### config.mk
export PLATFORM = sky130hd
export DESIGN_NAME = fetch_ctrl_flat
export DESIGN_NICKNAME = d
export VERILOG_FILES = /design/src/rtl/fetch_ctrl_pkg.sv /design/src/rtl/fetch_ctrl_if.sv /design/src/rtl/fetch_ctrl.sv /design/src/flat_wrapper.sv
export SDC_FILE = /design/constraint.sdc
export NUM_CORES = 1
export LEC_CHECK = 0
export CAP_MARGIN = 20
export CELL_PAD_IN_SITES_DETAIL_PLACEMENT = 1
export CELL_PAD_IN_SITES_GLOBAL_PLACEMENT = 1
export CORE_ASPECT_RATIO = 1.25
export CORE_MARGIN = 10
export CORE_UTILIZATION = 36
export DETAILED_ROUTE_END_ITERATION = 7
export PLACE_DENSITY_LB_ADDON = 0.1
export SLEW_MARGIN = 10
export SYNTH_ARGS = -nofsm -noshare
export SYNTH_HDL_FRONTEND = slang
export SYNTH_SLANG_ARGS = --single-unit
export TNS_END_PERCENT = 30
### constraint.sdc
create_clock -name clk -period 3.15 [get_ports clk]
set_input_delay 0.4725 -clock clk [delete_from_list [all_inputs] [get_ports clk]]
set_output_delay 0.4725 -clock clk [all_outputs]
set_load 0.03 [all_outputs]
### src/rtl/fetch_ctrl_pkg.sv
// Shared types and constants for the fetch controller: FSM state encoding,
// reset PC and the layout of the one-entry instruction buffer.
package fetch_ctrl_pkg;

  localparam int unsigned XLEN = 64;
  localparam int unsigned ILEN = 32;

  localparam logic [XLEN-1:0] PC_RESET = 64'h8000_0000;
  localparam logic [XLEN-1:0] PC_STEP  = 64'd4;

  typedef enum logic [1:0] {
    S_REQ,
    S_HOLD,
    S_DROP,
    S_WAIT
  } fetch_ctrl_state_t;

  // One buffered instruction as presented to the fetch stage.
  typedef struct packed {
    logic [XLEN-1:0] pc;
    logic [ILEN-1:0] instr;
    logic            misaligned;
  } fetch_buf_t;

  // Instructions are 4-byte aligned; any low-bit set means the PC cannot be fetched.
  function automatic logic pc_misaligned(input logic [XLEN-1:0] pc);
    return pc[1:0] != 2'b00;
  endfunction

endpackage

### src/rtl/fetch_ctrl_if.sv
// Instruction-bus interface between the fetch controller (master) and the
// memory side (slave). A request is held stable until the response strobe.
interface fetch_ctrl_if;
  import fetch_ctrl_pkg::*;

  logic            ireq_valid;
  logic [XLEN-1:0] ireq_addr;
  logic            iresp_data_ok;
  logic [ILEN-1:0] iresp_data;

  modport master (
    output ireq_valid,
    output ireq_addr,
    input  iresp_data_ok,
    input  iresp_data
  );

  modport slave (
    input  ireq_valid,
    input  ireq_addr,
    output iresp_data_ok,
    output iresp_data
  );

endinterface

### src/rtl/fetch_ctrl.sv
// Fetch-stage sequencer: owns the fetch PC, issues one instruction-bus request
// at a time, buffers the returned word until the downstream stage accepts it,
// and applies PC redirects, draining any request already on the bus.
//
//   state  | meaning
//   -------+----------------------------------------------------------------
//   S_REQ  | request pc_q on the bus (or buffer a misaligned fault entry)
//   S_HOLD | buffered instruction presented, waiting for !stall
//   S_DROP | redirected mid-request: hold the old request, discard the reply
//   S_WAIT | parked after a misaligned fault until a redirect arrives
module fetch_ctrl
  import fetch_ctrl_pkg::*;
#(
  parameter logic [XLEN-1:0] RESET_PC = PC_RESET
) (
  input  logic              clk,
  input  logic              reset,
  fetch_ctrl_if.master      ibus,
  input  logic              redirect_valid,
  input  logic [XLEN-1:0]   redirect_pc,
  input  logic              stall,
  output logic              instr_valid,
  output logic [XLEN-1:0]   instr_pc,
  output logic [ILEN-1:0]   raw_instr,
  output logic              misaligned
);

  fetch_ctrl_state_t state_q, state_d;
  logic [XLEN-1:0]   pc_q, pc_d;
  logic [XLEN-1:0]   pend_pc_q, pend_pc_d;
  fetch_buf_t        buf_q, buf_d;
  logic              buf_valid_q, buf_valid_d;
  logic              pc_mis;

  assign pc_mis = pc_misaligned(pc_q);

  // State register.
  always_ff @(posedge clk) begin
    if (reset) begin
      state_q <= S_REQ;
    end else begin
      state_q <= state_d;
    end
  end

  // Next-state and datapath update; a redirect takes priority over stall and data_ok.
  always_comb begin
    state_d     = state_q;
    pc_d        = pc_q;
    pend_pc_d   = pend_pc_q;
    buf_d       = buf_q;
    buf_valid_d = buf_valid_q;

    case (state_q)
      S_REQ: begin
        if (redirect_valid) begin
          // Nothing outstanding (misaligned) or the reply lands now: retarget at once.
          if (pc_mis || ibus.iresp_data_ok) begin
            pc_d = redirect_pc;
          end else begin
            pend_pc_d = redirect_pc;
            state_d   = S_DROP;
          end
        end else if (pc_mis) begin
          buf_d       = '{pc: pc_q, instr: '0, misaligned: 1'b1};
          buf_valid_d = 1'b1;
          state_d     = S_HOLD;
        end else if (ibus.iresp_data_ok) begin
          buf_d       = '{pc: pc_q, instr: ibus.iresp_data, misaligned: 1'b0};
          buf_valid_d = 1'b1;
          state_d     = S_HOLD;
        end
      end

      S_HOLD: begin
        if (redirect_valid) begin
          buf_valid_d = 1'b0;
          pc_d        = redirect_pc;
          state_d     = S_REQ;
        end else if (!stall) begin
          buf_valid_d = 1'b0;
          if (buf_q.misaligned) begin
            state_d = S_WAIT;
          end else begin
            pc_d    = pc_q + PC_STEP;
            state_d = S_REQ;
          end
        end
      end

      S_DROP: begin
        if (redirect_valid) begin
          if (ibus.iresp_data_ok) begin
            pc_d    = redirect_pc;
            state_d = S_REQ;
          end else begin
            pend_pc_d = redirect_pc;
          end
        end else if (ibus.iresp_data_ok) begin
          pc_d    = pend_pc_q;
          state_d = S_REQ;
        end
      end

      S_WAIT: begin
        if (redirect_valid) begin
          pc_d    = redirect_pc;
          state_d = S_REQ;
        end
      end

      default: begin
        state_d = S_REQ;
      end
    endcase
  end

  // Bus outputs; reset suppresses the request so the ibus sees the abort immediately.
  always_comb begin
    ibus.ireq_valid = 1'b0;
    ibus.ireq_addr  = pc_q;
    if (!reset) begin
      ibus.ireq_valid = ((state_q == S_REQ) && !pc_mis) || (state_q == S_DROP);
    end
  end

  // PC, pending redirect target and the presented-instruction buffer.
  always_ff @(posedge clk) begin
    if (reset) begin
      pc_q        <= RESET_PC;
      pend_pc_q   <= RESET_PC;
      buf_q       <= '0;
      buf_valid_q <= 1'b0;
    end else begin
      pc_q        <= pc_d;
      pend_pc_q   <= pend_pc_d;
      buf_q       <= buf_d;
      buf_valid_q <= buf_valid_d;
    end
  end

  assign instr_valid = buf_valid_q;
  assign instr_pc    = buf_q.pc;
  assign raw_instr   = buf_q.instr;
  assign misaligned  = buf_q.misaligned;

endmodule

### src/flat_wrapper.sv
// flat-port wrapper written by rule: the top's interface ports become plain ports
module fetch_ctrl_flat import fetch_ctrl_pkg::*;
#(
  parameter logic [XLEN-1:0] RESET_PC = PC_RESET
)
  (clk, reset, redirect_valid, redirect_pc, stall, instr_valid, instr_pc, raw_instr, misaligned, ibus_ireq_valid, ibus_ireq_addr, ibus_iresp_data_ok, ibus_iresp_data);
  fetch_ctrl_if ibus_i ();
  input  logic clk;
  input  logic reset;
  input  logic redirect_valid;
  input  logic [XLEN-1:0] redirect_pc;
  input  logic stall;
  output logic instr_valid;
  output logic [XLEN-1:0] instr_pc;
  output logic [ILEN-1:0] raw_instr;
  output logic misaligned;
  output wire logic [$bits(ibus_i.ireq_valid)-1:0] ibus_ireq_valid;
  output wire logic [$bits(ibus_i.ireq_addr)-1:0] ibus_ireq_addr;
  input wire logic [$bits(ibus_i.iresp_data_ok)-1:0] ibus_iresp_data_ok;
  input wire logic [$bits(ibus_i.iresp_data)-1:0] ibus_iresp_data;
  assign ibus_ireq_valid = ibus_i.ireq_valid;
  assign ibus_ireq_addr = ibus_i.ireq_addr;
  assign ibus_i.iresp_data_ok = ibus_iresp_data_ok;
  assign ibus_i.iresp_data = ibus_iresp_data;
  fetch_ctrl #(.RESET_PC(RESET_PC)) u_core (.clk(clk), .reset(reset), .ibus(ibus_i), .redirect_valid(redirect_valid), .redirect_pc(redirect_pc), .stall(stall), .instr_valid(instr_valid), .instr_pc(instr_pc), .raw_instr(raw_instr), .misaligned(misaligned));
endmodule
==> results of run 1 <==
-- worst max path at each step --
stage	cells after the start	slack [ns]	to	start
2_1_floorplan	8	0.59	u_core.ibus.ireq_addr[62]	u_core.ibus.ireq_addr[2]
3_3_place_gp	8	0.34	u_core.ibus.ireq_addr[53]	redirect_valid
3_5_place_dp	6	0.20	u_core.ibus.ireq_addr[61]	redirect_valid
4_1_cts	5	0.28	ibus_ireq_valid	u_core.state_q[0]
5_1_grt	5	0.18	ibus_ireq_valid	u_core.state_q[0]
6_report	5	0.29	ibus_ireq_valid	u_core.state_q[0]
-- cells in the final DEF, fill, tap and decap left out, drive strengths merged, types with 7 or more instances in the layout --
| cell type | Yosys | routed |
|---|---|---|
| or3 | 8 | 8 |
| nor3b | 11 | 11 |
| a211oi | 7 | 7 |
| buf | 25 | 78 |
| a22o | 10 | 10 |
| nand2 | 388 | 388 |
| dfxtp | 228 | 228 |
| a22oi | 30 | 30 |
| o21ai | 84 | 84 |
| nor3 | 28 | 28 |
| clkbuf | 92 | 44 |
| nand3 | 69 | 69 |
| nand4 | 22 | 22 |
| clkdlybuf4s50 | 0 | 262 |
| o2bb2ai | 7 | 7 |
| nor2 | 74 | 74 |
| a211o | 15 | 15 |
| and3 | 11 | 11 |
| nor4 | 25 | 25 |
| a221oi | 8 | 8 |
| inv | 13 | 13 |
| and4 | 13 | 13 |
| a21oi | 192 | 192 |
-- cell type report --
type                            count  area [um^2]  area share
Tap cell                          401        501.7     0.03319
Antenna cell                        1        2.502   0.0001655
Multi-Input combinational cell   1114         5892      0.3898
Inverter                           13        48.80    0.003228
Clock buffer                       44        799.5     0.05289
Timing Repair Buffer              340         3262      0.2158
Sequential cell                   228         4564      0.3020
Clock inverter                      4        45.04    0.002980
-- through the flow --
stage | hold slack, ns | cell area, um^2
2_1_floorplan | 0.4357 | 10930
3_3_place_gp | 0.4371 | 14270
3_5_place_dp | 0.4426 | 14270
4_1_cts | 0.2117 | 15110
5_1_grt | 0.2314 | 15120
6_report | 0.2391 | 15120
-- cell families after synthesis --
logic type / Yosys count / synth area share
AND/OR/NAND/NOR: 680 / 0.2857
multiplexers: 2 / 0.001946
XOR/XNOR: 11 / 0.008815
flip-flops: 228 / 0.4176
adder cells (fa/ha/maj): 5 / 0.005724
buffers and inverters: 130 / 0.04671
AO/OA/AOI/OAI: 416 / 0.2334
-- worst max-delay path, stage by stage (launching register included) --
cell and delay, ns:
dfxtp_1 0.33, inv_1 0.10, ha_1 0.52, a21oi_1 0.09, nor2_1 0.11, clkdlybuf4s50_1 0.71
-- power by group through the flow --
stage	Sequential, mW	Clock (mW)	Combinational, mW
after global routing	4.26	3.26	6.43
after CTS	4.16	3.13	5.98
final	4.16	3.06	5.95
after floorplan	5.09	0	2.39
after global placement	4.19	0	5.82
after detailed placement	4.22	0	5.95
-- flip-flops by register name, indices dropped and copies added (netlist names) --
name and flops:
u_core.instr_pc 64, u_core.raw_instr 32, u_core.state_q 2, u_core.ibus.ireq_addr 64, u_core.misaligned 1, u_core.pend_pc_q 64, u_core.instr_valid 1
-- per-layer routing --
layer,vias to the layer above,track usage
li1,5720,-
met1,5953,0.2883
met2,384,0.4130
met3,74,0.03982
met4,0,0.06482
met5,-,0
==> impl_metrics.json, run 1 <==
{
  "tightestPinTransition_ns": 0.9215,
  "cts_tree": "built",
  "finish.utilization": 0.5034,
  "io_buffers": 263,
  "grtUsageTotal": 0.2353,
  "starting_density_of_the_core": 0.3640,
  "max_clock_freq_mhz": 349.1,
  "routability_congestion": 0.9141,
  "vias_per_cell": 5.655,
  "htree_levels": 1,
  "p_sw_frac": 0.4287,
  "worst_r2r_path_depth": 7,
  "cts.repair_timing.setup_buffer_count": 0,
  "power-per-cell-area_nw_per_um2": 871.8,
  "finalCritPeriodShare": 0.9094,
  "clk_path_buf_depth": 3,
  "intPower_mw": 7.528,
  "ys_seq_area_frac": 0.4176,
  "post_cts_resized": 0,
  "timing.max_slew.rel_slack": 0.3857,
  "post-synth-top-area-cell": "dfxtp_1",
  "clock_power_share": 0.233,
  "preCtsSetupSlack_ns": 0.1977,
  "max_cap_viols": 0,
  "synth_top_cell_area_share": 0.4176,
  "cts.sink_count": 228,
  "route.met2.wl_um": 23040,
  "syn_avg_cell_area_um2": 7.425,
  "design.core.area_um2": 30030,
  "crit-reg2reg-launch": "u_core.ibus.ireq_addr[3]",
  "dieWidth_um": 175.8,
  "m1WireLength_um": 19660,
  "die_area_um2": 37770,
  "combinationalPowerShare": 0.451,
  "syn_to_final_growth_pct": 38.31,
  "report.final.setup_viol": 0,
  "syn-cell-area_um2": 10930,
  "synthTopCellsByArea": "dfxtp_1 42%, nand2_1 13%, a21oi_1 8.8%, o21ai_0 3.7%, clkbuf_1 3.2%",
  "endpoint_kind": "output pin",
  "worst_skew_pair_later_pin_latency_ns": 0.55,
  "regToRegEndpoint": "u_core.ibus.ireq_addr[62]",
  "startpoint_of_the_tightest_hold_check_path": "reset",
  "placed_insts": 2096,
  "dp_hpwl_um": 32880,
  "drt_first_pass_iters": 5,
  "dr_total_vias": 12130,
  "critPathArrivalTime_ns": 2.39,
  "power.sequential.fraction": 0.316,
  "maxUsedRoutingLayer": "met4",
  "period_minus_slack_ns": 2.865,
  "data_required_critical_path_ns": 2.68,
  "io_pins": 264,
  "initial_antenna_violation_count": 1,
  "final.setup.worst_slack_ns": 0.2853,
  "final_nets": 1830,
  "fillers": 3706,
  "timing.clock.skew_ns": 0.01670,
  "synthesis.yosys.warnings": 0,
  "cp_max_fo": 12,
  "first_global_vias": 12530,
  "tritoncts.num_buffers": 27,
  "slack_of_the_worst_reg_to_reg_path_ns": 0.35,
  "cts_root_buf": "clkbuf_16",
  "top_reg_cell_synth": "dfxtp_1",
  "worst_ir_drop_on_vdd_v": 0.0003589,
  "stdcell_count": 2145,
  "wl_um": 46390,
  "detailedRoute.firstIterationViolations": 850,
  "power_leakage_nw": 5.222,
  "clk_pin_slew_worst_paths_ns": 0.06,
  "synth.most_common_cell": "nand2_1",
  "core.rowCount": 71,
  "critPathLaunchType": "flip-flop",
  "asyncSetResetFlopFracSynth": 0,
  "hold_violations": 0,
  "min_path_type": "in2reg",
  "timing.setup.critical_path_class": "reg2out",
  "pin_count_of_the_biggest_net_entering_global_routing": 96,
  "final_layout_size_suffix_gt1_frac": 0.08090,
  "number_of_unique_standard_cell_types_used_by_synthesis": 73,
  "ctsHoldBuffers": 0,
  "power.switching_mw": 5.650,
  "setup_tns_ns": 0,
  "min_to": "u_core.pend_pc_q[54]",
  "remaining_antenna_violation_count": 0,
  "postSynthRegisterBits": 228,
  "dieHeight_um": 214.8,
  "post_synth_inst_count": 1472,
  "design_power_total_mw": 13.18,
  "timing_max_transition_violations_final": 0,
  "post-route-drc-count": 0,
  "post_synth_top_cells": "388 x nand2_1, 228 x dfxtp_1, 192 x a21oi_1, 92 x clkbuf_1, 81 x o21ai_0",
  "overflow": 0,
  "run_status": "finished, final reports clean",
  "global_route_wire_length_before_repair_um": 72800,
  "met3RoutedLength_um": 2572,
  "rsz_0062_raised_after_global_routing": "no",
  "number_of_synthesized_flops_with_an_enable_pin": 0,
  "detail_route.wl_per_cell_um": 21.63,
  "worst_hold_path.num_cells": 2,
  "syn_nets": 1578
}
(Power assumes the default switching activity.)
==> inputs of run 2 (changes only) <==
--- a/config.mk
+++ b/config.mk
@@ -5,6 +5,7 @@
 export SDC_FILE = /design/constraint.sdc
 export NUM_CORES = 1
 export LEC_CHECK = 0
+export ABC_CLOCK_PERIOD_IN_PS = 3150
 export CAP_MARGIN = 20
 export CELL_PAD_IN_SITES_DETAIL_PLACEMENT = 1
 export CELL_PAD_IN_SITES_GLOBAL_PLACEMENT = 1
==> results of run 2 <==
The final DEF is identical to that of run 1; final timing and power are the same.
==> inputs of run 3 (changes only) <==
--- a/config.mk
+++ b/config.mk
@@ -6,7 +6,7 @@
 export NUM_CORES = 1
 export LEC_CHECK = 0
 export ABC_CLOCK_PERIOD_IN_PS = 3150
-export CAP_MARGIN = 20
+export CAP_MARGIN = 0
 export CELL_PAD_IN_SITES_DETAIL_PLACEMENT = 1
 export CELL_PAD_IN_SITES_GLOBAL_PLACEMENT = 1
 export CORE_ASPECT_RATIO = 1.25
==> results of run 3 <==
The final DEF is identical to that of run 1; final timing and power are the same.
